<file path="config.mk">
export PLATFORM = sky130hd
export DESIGN_NAME = axi_wr_arbiter
export DESIGN_NICKNAME = d
export VERILOG_FILES = /design/src/rtl/axi_wr_arbiter.sv
export SDC_FILE = /design/constraint.sdc
export NUM_CORES = 1
export LEC_CHECK = 0
export ABC_CLOCK_PERIOD_IN_PS = 4500
export CAP_MARGIN = 40
export CORE_AREA = 2 2 145 147
export DETAILED_ROUTE_END_ITERATION = 10
export DIE_AREA = 0 0 147 149
export SKIP_LAST_GASP = 1
export SYNTH_ARGS = -nofsm -noshare
export SYNTH_HDL_FRONTEND = slang
export SYNTH_SLANG_ARGS = --single-unit
</file>
<file path="constraint.sdc">
create_clock -name aclk -period 4.5 [get_ports aclk]
set_input_delay 0.9 -clock aclk [delete_from_list [all_inputs] [get_ports aclk]]
set_output_delay 0.9 -clock aclk [all_outputs]
set_load 0.01 [all_outputs]
</file>
<file path="src/rtl/axi_wr_arbiter.sv">
// Round-robin AW arbiter sharing one AXI3 write path among MST_NUM masters.
// W beats follow AW grant order through an order FIFO; wlast is checked against awlen.
module axi_wr_arbiter #(
    parameter int unsigned MST_NUM     = 3,
    parameter int unsigned AXI_ADDR_W  = 32,
    parameter int unsigned AXI_ID_W    = 4,
    parameter int unsigned AXI_DATA_W  = 32,
    parameter int unsigned ORDER_DEPTH = 4
) (
    input  logic                                aclk,
    input  logic                                srst,
    input  logic [MST_NUM-1:0]                  s_awvalid,
    output logic [MST_NUM-1:0]                  s_awready,
    input  logic [MST_NUM*AXI_ADDR_W-1:0]       s_awaddr,
    input  logic [MST_NUM*4-1:0]                s_awlen,
    input  logic [MST_NUM*3-1:0]                s_awsize,
    input  logic [MST_NUM*2-1:0]                s_awburst,
    input  logic [MST_NUM*AXI_ID_W-1:0]         s_awid,
    input  logic [MST_NUM*2-1:0]                s_awlock,
    output logic                                m_awvalid,
    input  logic                                m_awready,
    output logic [AXI_ADDR_W-1:0]               m_awaddr,
    output logic [3:0]                          m_awlen,
    output logic [2:0]                          m_awsize,
    output logic [1:0]                          m_awburst,
    output logic [AXI_ID_W-1:0]                 m_awid,
    output logic [1:0]                          m_awlock,
    input  logic [MST_NUM-1:0]                  s_wvalid,
    output logic [MST_NUM-1:0]                  s_wready,
    input  logic [MST_NUM-1:0]                  s_wlast,
    input  logic [MST_NUM*AXI_ID_W-1:0]         s_wid,
    input  logic [MST_NUM*AXI_DATA_W-1:0]       s_wdata,
    input  logic [MST_NUM*(AXI_DATA_W/8)-1:0]   s_wstrb,
    output logic                                m_wvalid,
    input  logic                                m_wready,
    output logic                                m_wlast,
    output logic [AXI_ID_W-1:0]                 m_wid,
    output logic [AXI_DATA_W-1:0]               m_wdata,
    output logic [AXI_DATA_W/8-1:0]             m_wstrb,
    output logic                                wlast_err
);

    localparam int unsigned MST_W  = (MST_NUM > 1) ? $clog2(MST_NUM) : 1;
    localparam int unsigned PTR_W  = (ORDER_DEPTH > 1) ? $clog2(ORDER_DEPTH) : 1;
    localparam int unsigned CNT_W  = PTR_W + 1;
    localparam int unsigned STRB_W = AXI_DATA_W / 8;

    typedef struct packed {
        logic [MST_W-1:0] mst;
        logic [3:0]       len;
    } order_t;

    typedef struct packed {
        logic [AXI_ADDR_W-1:0] addr;
        logic [3:0]            len;
        logic [2:0]            size;
        logic [1:0]            burst;
        logic [AXI_ID_W-1:0]   id;
        logic [1:0]            lock;
    } aw_t;

    logic             m_awvalid_q, m_awvalid_d;
    aw_t              aw_q, aw_d;
    logic [MST_W-1:0] rr_ptr_q, rr_ptr_d;
    logic [MST_W-1:0] grant_c;
    logic             any_req_c, load_c, full_blk_c;
    order_t           mem_q [ORDER_DEPTH];
    order_t           head_c, new_entry_c;
    logic [PTR_W-1:0] wr_ptr_q, wr_ptr_d, rd_ptr_q, rd_ptr_d;
    logic [CNT_W-1:0] count_q, count_d;
    logic [3:0]       beat_cnt_q, beat_cnt_d;
    logic             wlast_err_q, wlast_err_d;
    logic             head_valid_c, beat_c, pop_c;
    int unsigned      g_idx_c, h_idx_c;

    // First requester at or after the round-robin pointer, wrapping around.
    always_comb begin
        int unsigned idx;
        grant_c   = '0;
        any_req_c = 1'b0;
        idx       = 0;
        for (int unsigned k = 0; k < MST_NUM; k++) begin
            idx = 32'(rr_ptr_q) + k;
            if (idx >= MST_NUM) begin
                idx = idx - MST_NUM;
            end
            if (!any_req_c && s_awvalid[MST_W'(idx)]) begin
                any_req_c = 1'b1;
                grant_c   = MST_W'(idx);
            end
        end
    end

    assign g_idx_c      = 32'(grant_c);
    assign head_c       = mem_q[rd_ptr_q];
    assign h_idx_c      = 32'(head_c.mst);
    assign head_valid_c = (count_q != '0) && !srst;

    // W path follows the FIFO head; nothing routes while it is empty.
    always_comb begin
        m_wvalid = 1'b0;
        m_wlast  = 1'b0;
        m_wid    = '0;
        m_wdata  = '0;
        m_wstrb  = '0;
        s_wready = '0;
        if (head_valid_c) begin
            m_wvalid              = s_wvalid[head_c.mst];
            m_wlast               = s_wlast[head_c.mst];
            m_wid                 = s_wid[h_idx_c*AXI_ID_W +: AXI_ID_W];
            m_wdata               = s_wdata[h_idx_c*AXI_DATA_W +: AXI_DATA_W];
            m_wstrb               = s_wstrb[h_idx_c*STRB_W +: STRB_W];
            s_wready[head_c.mst]  = m_wready;
        end
    end

    assign beat_c = m_wvalid & m_wready;
    assign pop_c  = beat_c & m_wlast;
    // A pop in the same cycle frees the slot, so a full FIFO still accepts a push.
    assign full_blk_c = (count_q == CNT_W'(ORDER_DEPTH)) & ~pop_c;
    assign load_c     = ~srst & (~m_awvalid_q | m_awready) & ~full_blk_c & any_req_c;

    always_comb begin
        s_awready = '0;
        if (load_c) begin
            s_awready[grant_c] = 1'b1;
        end
    end

    assign new_entry_c.mst = grant_c;
    assign new_entry_c.len = s_awlen[g_idx_c*4 +: 4];

    always_comb begin
        m_awvalid_d = m_awvalid_q;
        aw_d        = aw_q;
        rr_ptr_d    = rr_ptr_q;
        wr_ptr_d    = wr_ptr_q;
        rd_ptr_d    = rd_ptr_q;
        count_d     = count_q + CNT_W'(load_c) - CNT_W'(pop_c);
        beat_cnt_d  = beat_cnt_q;
        wlast_err_d = beat_c & (m_wlast != (beat_cnt_q == head_c.len));
        if (load_c) begin
            m_awvalid_d = 1'b1;
            aw_d.addr   = s_awaddr[g_idx_c*AXI_ADDR_W +: AXI_ADDR_W];
            aw_d.len    = s_awlen[g_idx_c*4 +: 4];
            aw_d.size   = s_awsize[g_idx_c*3 +: 3];
            aw_d.burst  = s_awburst[g_idx_c*2 +: 2];
            aw_d.id     = s_awid[g_idx_c*AXI_ID_W +: AXI_ID_W];
            aw_d.lock   = s_awlock[g_idx_c*2 +: 2];
            rr_ptr_d    = (grant_c == MST_W'(MST_NUM - 1)) ? '0 : MST_W'(grant_c + 1'b1);
            wr_ptr_d    = PTR_W'(wr_ptr_q + 1'b1);
        end else if (m_awready) begin
            m_awvalid_d = 1'b0;
        end
        if (pop_c) begin
            rd_ptr_d = PTR_W'(rd_ptr_q + 1'b1);
        end
        if (beat_c) begin
            beat_cnt_d = m_wlast ? 4'd0 : 4'(beat_cnt_q + 1'b1);
        end
    end

    always_ff @(posedge aclk) begin
        if (srst) begin
            m_awvalid_q <= 1'b0;
            aw_q        <= '0;
            rr_ptr_q    <= '0;
            wr_ptr_q    <= '0;
            rd_ptr_q    <= '0;
            count_q     <= '0;
            beat_cnt_q  <= '0;
            wlast_err_q <= 1'b0;
        end else begin
            m_awvalid_q <= m_awvalid_d;
            aw_q        <= aw_d;
            rr_ptr_q    <= rr_ptr_d;
            wr_ptr_q    <= wr_ptr_d;
            rd_ptr_q    <= rd_ptr_d;
            count_q     <= count_d;
            beat_cnt_q  <= beat_cnt_d;
            wlast_err_q <= wlast_err_d;
        end
    end

    // Entry storage needs no reset; occupancy is tracked by count_q.
    always_ff @(posedge aclk) begin
        if (load_c) begin
            mem_q[wr_ptr_q] <= new_entry_c;
        end
    end

    assign m_awvalid = m_awvalid_q;
    assign m_awaddr  = aw_q.addr;
    assign m_awlen   = aw_q.len;
    assign m_awsize  = aw_q.size;
    assign m_awburst = aw_q.burst;
    assign m_awid    = aw_q.id;
    assign m_awlock  = aw_q.lock;
    assign wlast_err = wlast_err_q;

endmodule

</file>
Yosys cells after proc, flatten, opt, wreduce, memory -nomap -nowiden
Memories as Yosys holds them, arrays and structs flattened. A register that Yosys moved wholly into a read port is not among the register bits. Index checks and enable logic that the tools add are counted. W data, S select, Z words.

Memories: 1. Register bits after elaboration: 62. Bits in writable memories: 24. Word-level logic and storage cells: 110. Output and inout bits: 97. Input port bits: 274.

Memories: mem_q (depth 4, bits a word 6, rd ports 1, clocked after Yosys merged registers in 1, write ports 1, RTL line 67) `order_t mem_q [ORDER_DEPTH];`.

$lt $le $gt $ge: 10. Reductions and logical operators: 10. Bitwise operators: 13. Add/subtract/negate cells: 11. Equal/unequal tests: 4. Multipliers: 1. Shifts and indexed selects: 9. Multiplexer cells: 38.

Operator list (count): $shiftx A96 B8 Y32 (2); $shiftx A12 B5 Y4 (4); $mux W32 (1); $mux W2 (9); $mux W1 (16); $lt A2 B3 Y1 const B (5); $mux W4 (3); $shiftx A6 B4 Y2 (2); $bmux W1 S2 (5); $shiftx A9 B5 Y3 (1); $and A1 B1 Y1 (7); $add A2 B1 Y2 const B (3); $ge A3 B2 Y1 const B (2); $mux W3 (2); $sub A2 B2 Y2 const B (3); $logic_and A1 B1 Y1 (5); $add A4 B1 Y4 const B (1); $demux W1 S2 (2); $eq A4 B4 Y1 (1); $ge A2 B1 Y1 const B (2); $mul A2 B2 Y4 const B (1); $not A1 Y1 (4); $add A2 B1 Y3 const B (1); $add A2 B2 Y3 const B (1); other kinds (11) (13).

Longest topological paths before layout
Gate-level depths: netlist (run 1).

Depth in word-level cells: 16. Gate-level depth with buffers: 15. Depth with buffers taken out: 12.

Worst setup path before layout (run 1)
No wires, ideal clock.

Kind: input to output. Start: input s_awvalid[0]. End: output s_awready[2]. Data arrival time: 2494 ps. Stages on the path: 6. Path buffers: 2. Path slack: 1106 ps. Required time: 3600 ps. Cell sequence: or3b_2 > a21oi_1 > o21a_1 > buf_1 > buf_1 > and3_1.

Word-level cells in the longest chain between the ends: 14. Elaborated cells on any way between the ends: 23. Classes of those cells: order compare (2); mux (15); bitwise (1); reduce/logical (5).

RTL lines: from (decl) (RTL line 12) `input logic [MST_NUM-1:0] s_awvalid,`; $bmux W1 S2 (RTL line 87) `if (!any_req_c && s_awvalid[MST_W'(idx)]) begin`; $mux W1 (implied by the code) (RTL line 87); $mux W1 (RTL line 87); $logic_not A1 Y1 (RTL line 87); $logic_and A1 B1 Y1 (RTL line 87); $mux W1 (RTL line 87); $logic_not A1 Y1 (RTL line 87); $logic_and A1 B1 Y1 (RTL line 87); $mux W2 * (RTL line 87); named net grant_c[1] (RTL line 65) `logic [MST_W-1:0] grant_c;`; $lt A2 B3 Y1 (implied by the code) / $ge A2 B1 Y1 (equally long branches) (RTL line 126) `s_awready[grant_c] = 1'b1;`; $logic_and A1 B1 Y1 (implied by the code) (RTL line 126); $mux W1 (implied by the code) (RTL line 126); $demux W1 S2 * (RTL line 126); $mux W3 * (RTL line 125) `if (load_c) begin`; to (decl) (RTL line 13) `output logic [MST_NUM-1:0] s_awready,`.

The timed path passes the listed nets; every way through them passes the cells marked *. The select of a mux whose other input is x is not followed.

==> results.md, run 1 <==
- Outcome: finished, final reports clean
- Crit. End Element: output pin
- Synth top area share: 0.238
- Max IR drop VDD: 0.261 mV
- Share of post-route cells with drive strength above 1: 0.0543
- Synth Area in Compound Gates: 0.201
- WP data required: 3.60 ns
- Placement Cell Area: 9360 sq um
- Async SR Flop Fraction: 0
- Setup Skew: a little under 0.008 ns
- DR WL/cell: 16.4 um
- Core area: 20,600 sq um
- All-Layer GR Usage: 0.179
- Drt first pass iters: 4
- Full die area: 21,900 sq um
- Dominant cell type by area after synthesis: dfxtp_1
- Post-CTS Setup Repair Bufs: 0
- Antenna viol nets, final: 0
- CTS Buffer Depth: 2
- CTS tree: built
- Syn Nets: 888
- Post-DP HPWL: 15.9 mm
- Most frequent cells in the layout: clkdlybuf4s50_1 (370), a21oi_1 (95), nor2_1 (94)
- Clock Sinks: 88
- GPL Wtd Cong: 0.757
- Post-synth EDFFs: 24
- Final Cell Area: 9630 sq um
- Clock slew at reported path FFs: 0.06 ns
- # resized after CTS: 0
- Post-CTS Hold Fix Bufs: 0
- Number of max-cap violations: 0
- RSZ-0062 raised after global routing: no
- Top cells by area, synth: dfxtp_1 (24%), mux2i_1 (16%), edfxtp_1 (13%), a21oi_1 (8.8%), a22o_1 (7.6%)
- Min Tclk post-route: 4.23 ns
- Vias: 5,655
- Root Driver: clkbuf_16
- Mux contribution to synthesized area: 0.197
- Distinct cells, synth: 46
- Final hold vios: 0
- Main synth FF type: dfxtp_1
- Fillers: 1,977
- Area Growth Syn to Fin: 78.8%
- Sequential area share after synthesis: 0.371
- Initial drt markers: 102
- Final wirelength: 20.2 mm
- Worst slew pin tran: between 0.8 and 0.9 ns
- Final Total Pwr: 3.82 mW
- Post-route DRC violation count: 0
- Synthesized area per cell: 8.92 sq um
- Clock Latency Late Sink: 0.33 ns
- Fmax: ~240 MHz
- Pleak: 3.71 nW
- Synth Area in XOR/XNOR: 0.0130
- Synth warn: 0
- First-pass GRT wire length: 30.8 mm
- Initial antenna violation count: 1
- Mapped Cells: 604
- Pins Over Slew Limit: 0
- Cts bufs inserted: 9
- FF+latch count, synth: 88
- Commonest non-fill, non-tap cell in the layout: clkdlybuf4s50_1
- Simple-gate portion of the synthesized area: 0.141
- Crit path launch type: flop
- Row count: 53
- Worst Hold Class: flop to flop
- Die Y: 149 um
- Slew headroom: 0.446
- Ports: around 370
- Die Width: 147 um
- Largest family of logic cells by synthesized area: compound AO/OA/AOI/OAI gates
- Synth Area in Adders: 0.0283
- Final core occ: 0.469
- Largest net degree at the start of global routing: 48
- Number of global-route vias before repair: 5,708
- Nets: 1,236
- Fin Setup TNS: 0 ns
- Final setup fails: 0
- Crit Path Class: flop to output pin
- Reg-to-reg slack, setup: 0.97 ns
- Port Buf Inserts: 370
- Htree depth: 3
- Initial Utilization: 0.262
- Synth Cell Area: 5390 sq um
- GR Overflow Total: 0
- Pwr Density: 397 nW/um^2
- Period utilization: 0.940
- Worst Path Arrival: 3.33 ns
- DR vias/cell: 4.59
- CP max FO: 8
==> Yosys cell counts, types with 7 or more instances <==
master / count
nand2_1: 48
inv_1: 11
nor2b_1: 7
buf_1: 11
nor2_1: 95
edfxtp_1: 24
ha_1: 9
a22o_1: 47
dfxtp_1: 64
clkbuf_1: 27
a21oi_1: 95
mux2i_1: 85
==> worst max-delay path: stages (launching register included) <==
cell	delay, ns
dfxtp_1	0.40
mux4_2	0.66
mux2i_1	0.34
a2bb2oi_1	0.64
o21ai_2	0.20
and3_1	0.26
clkdlybuf4s50_1	0.50
==> cells by family after synthesis <==
kind of cell / Yosys count
AND/OR/NAND/NOR: 177
AO/OA/AOI/OAI: 163
multiplexers: 96
flip-flops: 88
buffers and inverters: 60
adder cells (fa/ha/maj): 12
XOR/XNOR: 8
==> registers in the layout (all words and copies together), names as in the netlist, named ones only <==
name,count
m_awburst,2
mem_q,24
beat_cnt_q,4
m_awsize,3
m_awid,4
m_awlock,2
wlast_err,1
rd_ptr_q,2
m_awvalid,1
wr_ptr_q,2
m_awaddr,32
count_q,3
m_awlen,4
rr_ptr_q,2
==> worst paths after layout <==
check | start | end | cells past startpoint
worst min register to register | m_awaddr[22]$_SDFFE_PP0P_ | m_awaddr[22]$_SDFFE_PP0P_ | 2
worst max register to register | flop | count_q[2]$_SDFF_PP0_ | 11
worst max-delay path | flop | s_awready[2] | 6
worst min-delay path | m_awaddr[22]$_SDFFE_PP0P_ | m_awaddr[22]$_SDFFE_PP0P_ | 2
==> through the flow <==
stage	worst slack [ns]	instances	hold slack [ns]
floorplan	1.11	604	0.427
global placement	0.296	1215	0.441
detailed placement	0.263	1216	0.445
CTS	0.216	1232	0.458
global route	0.0201	1233	0.485
finish	0.269	1233	0.456
==> per-layer routing <==
layer  GRT usage  vias up  routed length [um]
li1            -     2854                   -
met1       0.194     2541                7590
met2       0.330      244               10300
met3      0.0645       16                1990
met4      0.0462        0                 296
met5           0        -                   0
==> power breakdown <==
group,internal (mW),switching [mW],total (mW)
Combinational,1.05,0.943,2.00
Sequential,1.03,0.103,1.14
Clock,0.386,0.303,0.688
Total,2.47,1.35,3.82
==> area by class of cell <==
type / instances / area, sq um / area share
Timing Repair Buffer: 384 / 3820 / 0.397
Multi-Input combinational cell: 456 / 3140 / 0.326
Clock buffer: 10 / 239 / 0.0248
Tap cell: 275 / 344 / 0.0357
Inverter: 13 / 48.8 / 0.00507
Clock inverter: 6 / 33.8 / 0.00351
Sequential cell: 88 / 2000 / 0.208
Antenna cell: 1 / 2.50 / 0.000260
Power figures use the tool's default switching activity.
==> run 2, diff against run 1 <==
--- a/config.mk
+++ b/config.mk
@@ -10,6 +10,7 @@
 export CORE_AREA = 2 2 145 147
 export DETAILED_ROUTE_END_ITERATION = 10
 export DIE_AREA = 0 0 147 149
+export DONT_BUFFER_PORTS = 1
 export SKIP_LAST_GASP = 1
 export SYNTH_ARGS = -nofsm -noshare
 export SYNTH_HDL_FRONTEND = slang
==> run 2 against run 1 <==
- sequential share of layout area rose by 13 points
- via count shrank 22%
- cell count down 30%
- sequential power increased by 9.6%
- critical endpoint unchanged
- clock skew rose by 0.0077 ns
- count of clock-buffer cells in the layout shrank 1
- core utilization fell by 18 points
- critical path type unchanged
- largest cell class is now multi-input combinational cells
==> results.md, run 2 (synthesis results as in run 1) <==
- # resized after CTS: 0 (unchanged)
- Clock Sinks: 88 (unchanged)
- CP cell instances: mux4_2, buf_4, nor2b_4, a2bb2oi_1, o21ai_2, and3_1
- Outcome: finished, final reports clean
- Cts bufs inserted: 9 (unchanged)
- RSZ-0062 raised after global routing: no
- Worst Path Arrival: 3.03 ns (-0.30 ns)
- Most frequent cells in the layout: a21oi_1 (95), nor2_1 (94), mux2i_1 (85)
- Post-DP HPWL: 12.8 mm (-19%)
- Worst path max stage delay: 0.57 ns (-0.09 ns)
- Post-CTS Setup Repair Bufs: 0 (unchanged)
- Dpl cells: 840 (-31%)
- Cell family with most CP delay: compound AO/OA/AOI/OAI gates
- Final core occ: 0.288 (-0.180)
- Max FFs per register: 32 (unchanged)
- WP data required: 3.60 ns (about the same)
- Final hold vios: 0 (unchanged)
- Commonest non-fill, non-tap cell in the layout: a21oi_1
- Worst Hold Class: flop to flop
- Final wirelength: 16.2 mm (-20%)
- Crit Path Class: flop to output pin
- Crit path launch type: flop
- CTS Buffer Depth: 2 (unchanged)
- Die Y: 149 um (unchanged)
- Crit. End Element: output pin
- Initial drt markers: 97 (-4.9%)
- Full die area: 21,900 sq um (unchanged)
- WP buf/inv: 1 (unchanged)
- Post-CTS Hold Fix Bufs: 0 (unchanged)
- DR WL/cell: 18.9 um (+15%)
- Period utilization: 0.874 (-0.0662)
- Htree depth: 3 (unchanged)
- Post-route DRC violation count: 0 (unchanged)
- Fillers: 2,202 (+11%)
- Setup Skew: 0.0154 ns (+0.00766 ns)
- DR vias/cell: 5.11 (+11%)
- Antenna viol nets, final: 0 (unchanged)
- Slowest CP cell: mux4_2
- Max IR drop VDD: 0.239 mV (-8.6%)
- Fmax: 254 MHz (+7.6%)
- GR Overflow Total: 0 (unchanged)
- Min Tclk post-route: 3.93 ns (-0.298 ns)
- Fin Setup TNS: 0 ns (unchanged)
- First-pass GRT wire length: 23.4 mm (-24%)
- Nets: 860 (-30%)
- Final setup fails: 0 (unchanged)
- Non-Filler Instances: 858 (-30%)
- Port Buf Inserts: 0 (-100%)
- Slew headroom: 0.435 (-0.0109)
- Ports: 371 (unchanged)
- Number of max-cap violations: 0 (unchanged)
- Pwr Density: 542 nW/um^2 (+37%)
- Pins Over Slew Limit: 0 (unchanged)
- GPL Wtd Cong: 0.758 (+0.11%)
- Row count: 53 (unchanged)
- Initial Utilization: 0.262 (unchanged)
- CP max FO: 46 (+38)
- Initial antenna violation count: 2 (+1)
- Clock Latency Late Sink: 0.34 ns (about the same)
- CTS tree: built
- Core area: 20,600 sq um (unchanged)
- Area Growth Syn to Fin: 9.98%
- Die Width: 147 um (unchanged)
- Clock slew at reported path FFs: 0.07 ns (about the same)
- Number of global-route vias before repair: 4,301 (-25%)
- Largest net degree at the start of global routing: 50 (+4.2%)
- Root Driver: clkbuf_16
- Drt first pass iters: 4 (unchanged)
- Pleak: 2.28 nW (-38%)
- Share of post-route cells with drive strength above 1: 0.0843 (+0.0300)
- All-Layer GR Usage: 0.139 (-0.0400)
- Worst slew pin tran: 0.847 ns (+0.0163 ns)
- Vias: 4,387 (-22%)
==> run 2: path summary, 6_finish.rpt <==
path / endpoint / slack [ns] / from / cells after the start
hold / removal: rd_ptr_q[1]$_SDFFE_PP0P_ / 0.46 / rd_ptr_q[1]$_SDFFE_PP0P_ / 1
hold reg to reg: rd_ptr_q[1]$_SDFFE_PP0P_ / 0.46 / rd_ptr_q[1]$_SDFFE_PP0P_ / 1
setup / recovery: s_awready[2] / 0.57 / flop / 6
setup reg to reg: count_q[2]$_SDFF_PP0_ / 0.94 / flop / 12
==> run 2: cell type report <==
class	count	area [sq um]	area share
well taps	275	344	0.0581
multi-input cells	456	3140	0.530
inverters	13	48.8	0.00823
repair buffers	8	72.6	0.0122
clock buffers	9	225	0.0380
flip-flops and latches	88	2000	0.338
diodes	2	5.00	0.000844
clock inverters	7	87.6	0.0148
==> run 2: routing by layer <==
metal  vias up  GRT usage  routed length [um]
li1       2103          -                   -
met4         0     0.0471                 329
met3        22     0.0486                1480
met1      2014      0.134                5750
met5         -          0                   0
met2       248      0.272                8610
==> run 2: power by group <==
part / total [mW] / internal (mW) / switching [mW]
sequential: 1.25 / 1.03 / 0.212
combinational: 1.19 / 0.477 / 0.708
clock: 0.782 / 0.442 / 0.340
==> run 2: metrics by stage <==
stage	worst slack [ns]	instance area [sq um]	hold slack, ns	total power [mW]
floorplan	1.11	5390	0.427	2.22
global placement	0.934	5590	0.445	2.44
detailed placement	0.892	5610	0.451	2.46
CTS	0.490	5920	0.463	3.26
global route	0.335	5930	0.498	3.43
finish	0.567	5930	0.463	3.21
==> run 3, diff against run 2 <==
--- a/config.mk
+++ b/config.mk
@@ -7,10 +7,14 @@
 export LEC_CHECK = 0
 export ABC_CLOCK_PERIOD_IN_PS = 4500
 export CAP_MARGIN = 40
-export CORE_AREA = 2 2 145 147
+export CELL_PAD_IN_SITES_DETAIL_PLACEMENT = 1
+export CELL_PAD_IN_SITES_GLOBAL_PLACEMENT = 1
+export CORE_AREA = 2 2 144 146
 export DETAILED_ROUTE_END_ITERATION = 10
-export DIE_AREA = 0 0 147 149
+export DIE_AREA = 0 0 146 148
 export DONT_BUFFER_PORTS = 1
+export PLACE_DENSITY_LB_ADDON = 0.1
+export SETUP_SLACK_MARGIN = 0.05
 export SKIP_LAST_GASP = 1
 export SYNTH_ARGS = -nofsm -noshare
 export SYNTH_HDL_FRONTEND = slang
==> run 3 against run 2 <==
- highest routed layer unchanged
- critical path type unchanged
- setup slack improved by 0.010 ns
- core utilization rose by 0.81 points
- hold slack improved by 0.0084 ns
==> results.md, run 3 (synthesis results as in run 1) <==
- # resized after CTS: 0 (unchanged)
- Drt first pass iters: 4 (unchanged)
- Core area: 20,000 sq um (-2.5%)
- First-pass GRT wire length: 26.8 mm (+14%)
- Diode count: 0 (-2)
- Cell count of the worst reg-to-reg path: 9 (-3)
- Post-CTS Hold Fix Bufs: 0 (unchanged)
- Setup Skew: 0.00882 ns (-0.00662 ns)
- Dpl cells: 836 (-0.48%)
- Share of post-route cells with drive strength above 1: 0.0859 (+0.00157)
- All-Layer GR Usage: 0.160 (+0.0214)
- Number of max-cap violations: 0 (unchanged)
- Ports: 371 (unchanged)
- Worst slew pin tran: 0.874 ns (+0.0268 ns)
- Final setup fails: 0 (unchanged)
- CP cell instances: mux4_2, or4b_4, a2bb2oi_1, buf_4, o21ai_2, nand3_1, inv_1
- Die Width: 146 um (-0.68%)
- NetSw: 1.30 mW (+3.1%)
- Period utilization: 0.872 (-0.00232)
- Post-DP HPWL: 14.4 mm (+12%)
- Crit path launch type: flop
- Fin Setup TNS: 0 ns (unchanged)
- Final Cell Area: 5940 sq um (+0.21%)
- Reg-to-reg slack, setup: 1.03 ns (+0.09 ns)
- Row count: 52 (-1.9%)
- Slew headroom: 0.418 (-0.0178)
- Placement Cell Area: 5620 sq um (+0.25%)
- Worst Hold Class: flop to flop
- CTS tree: built
- Root Driver: clkbuf_16
- Most frequent cells in the layout: a21oi_1 (95), nor2_1 (94), mux2i_1 (85)
- Pwr Density: 551 nW/um^2 (+1.6%)
- Vias: 4,442 (+1.3%)
- Worst path max stage delay: 0.58 ns (about the same)
- RSZ-0062 raised after global routing: no
- GPL Wtd Cong: 0.746 (-1.7%)
- Number of global-route vias before repair: 4,581 (+6.5%)
- Worst R2R End: m_awlen[3]$_SDFFE_PP0P_
- Final hold vios: 0 (unchanged)
- Outcome: finished, final reports clean
- Area Growth Syn to Fin: 10.2%
- GR Overflow Total: 0 (unchanged)
- Antenna viol nets, final: 0 (unchanged)
- Pint: 1.97 mW (+1.1%)
- Clock slew at reported path FFs: 0.07 ns (about the same)
- Non-Filler Instances: 852 (-0.70%)
- Final Total Pwr: 3.27 mW (+1.8%)
- Max IR drop VDD: 0.189 mV (-21%)
- CP max FO: 9 (-80%)
- Pleak: 2.30 nW (+0.57%)
- Worst Path Arrival: 3.02 ns (about the same)
- Commonest non-fill, non-tap cell in the layout: a21oi_1
- Htree depth: 3 (unchanged)
- WP data required: 3.60 ns (about the same)
- Nets: 861 (+0.12%)
- Initial drt markers: 85 (-12%)
- Post-CTS Setup Repair Bufs: 0 (unchanged)
- Slowest CP cell: dfxtp_1
- CTS Buffer Depth: 2 (unchanged)
- Initial antenna violation count: 0 (-2)
- Min Tclk post-route: 3.92 ns (-0.0105 ns)
- DR WL/cell: 21.7 um (+15%)
- Pins Over Slew Limit: 0 (unchanged)
- Fmax: 255 MHz (+0.27%)
- Largest net degree at the start of global routing: 50 (unchanged)
- Sw Ratio: 0.397 (+0.00470)
- Power share of the clock group: 0.243 (about the same)
- Die Y: 148 um (-0.67%)
- DR vias/cell: 5.21 (+2.0%)
- Seq pwr share: 0.385 (-0.003)
- Post-route DRC violation count: 0 (unchanged)
- CP endpoint: s_awready[0]
- Clock Sinks: 88 (unchanged)
- Crit Path Class: flop to output pin
- Logic pwr share: 0.373 (+0.004)
- Initial Utilization: 0.269 (+0.00678)
- Cts bufs inserted: 9 (unchanged)
- Final wirelength: 18.5 mm (+14%)
- Max FFs per register: 32 (unchanged)
- Full die area: 21,600 sq um (-1.3%)
- Final core occ: 0.296 (+0.00808)
- Port Buf Inserts: 0 (unchanged)
- Crit. End Element: output pin
- Clock Latency Late Sink: 0.34 ns (about the same)
## run 3: area by class of cell
class | instances | area [sq um]
Clock buffer | 10 | 239
Inverter | 13 | 48.8
Tap cell | 270 | 338
Multi-Input combinational cell | 456 | 3140
Timing Repair Buffer | 9 | 92.6
Sequential cell | 88 | 2000
Fill cell | 2365 | 14100
Clock inverter | 6 | 77.6
## run 3: how the worst min path moves through the flow
stage | from | end | slack [ns] | cells past startpoint
detailed placement | rd_ptr_q[1]$_SDFFE_PP0P_ | flop | 0.46 | 1
CTS | rd_ptr_q[1]$_SDFFE_PP0P_ | rd_ptr_q[1]$_SDFFE_PP0P_ | 0.48 | 1
finish | rd_ptr_q[1]$_SDFFE_PP0P_ | flop | 0.47 | 1
floorplan | rd_ptr_q[1]$_SDFFE_PP0P_ | flop | 0.43 | 1
global route | rd_ptr_q[1]$_SDFFE_PP0P_ | flop | 0.52 | 1
global placement | rd_ptr_q[1]$_SDFFE_PP0P_ | rd_ptr_q[1]$_SDFFE_PP0P_ | 0.44 | 1
## run 3: per-stage QoR
step | hold WS (ns) | worst slack, ns
after detailed placement | 0.459 | 0.937
final | 0.472 | 0.578
after global placement | 0.444 | 0.994
after CTS | 0.479 | 0.548
after global routing | 0.521 | 0.352
after floorplan | 0.427 | 1.11
## run 3: metal layers
| layer | vias to the layer above | wire, um | GRT usage |
|---|---|---|---|
| li1 | 2109 | - | - |
| met1 | 2106 | 7420 | 0.188 |
| met2 | 217 | 9390 | 0.282 |
| met3 | 10 | 1530 | 0.0531 |
| met4 | 0 | 178 | 0.0398 |
| met5 | - | 0 | 0 |
## run 3: worst max-delay path, delay by kind of cell (launching register included)
family          cells  cell delay, ns
simple gates        2            0.68
compound gates      2            0.50
mux                 1            0.58
flops               1            0.58
buf+inv             2            0.33
## run 3: power groups by stage
stage	Clock (mW)	Sequential [mW]	Combinational (mW)
floorplan	0	1.21	1.00
global placement	0	1.29	1.19
detailed placement	0	1.28	1.25
CTS	0.819	1.27	1.25
global route	0.850	1.29	1.36
finish	0.794	1.26	1.22
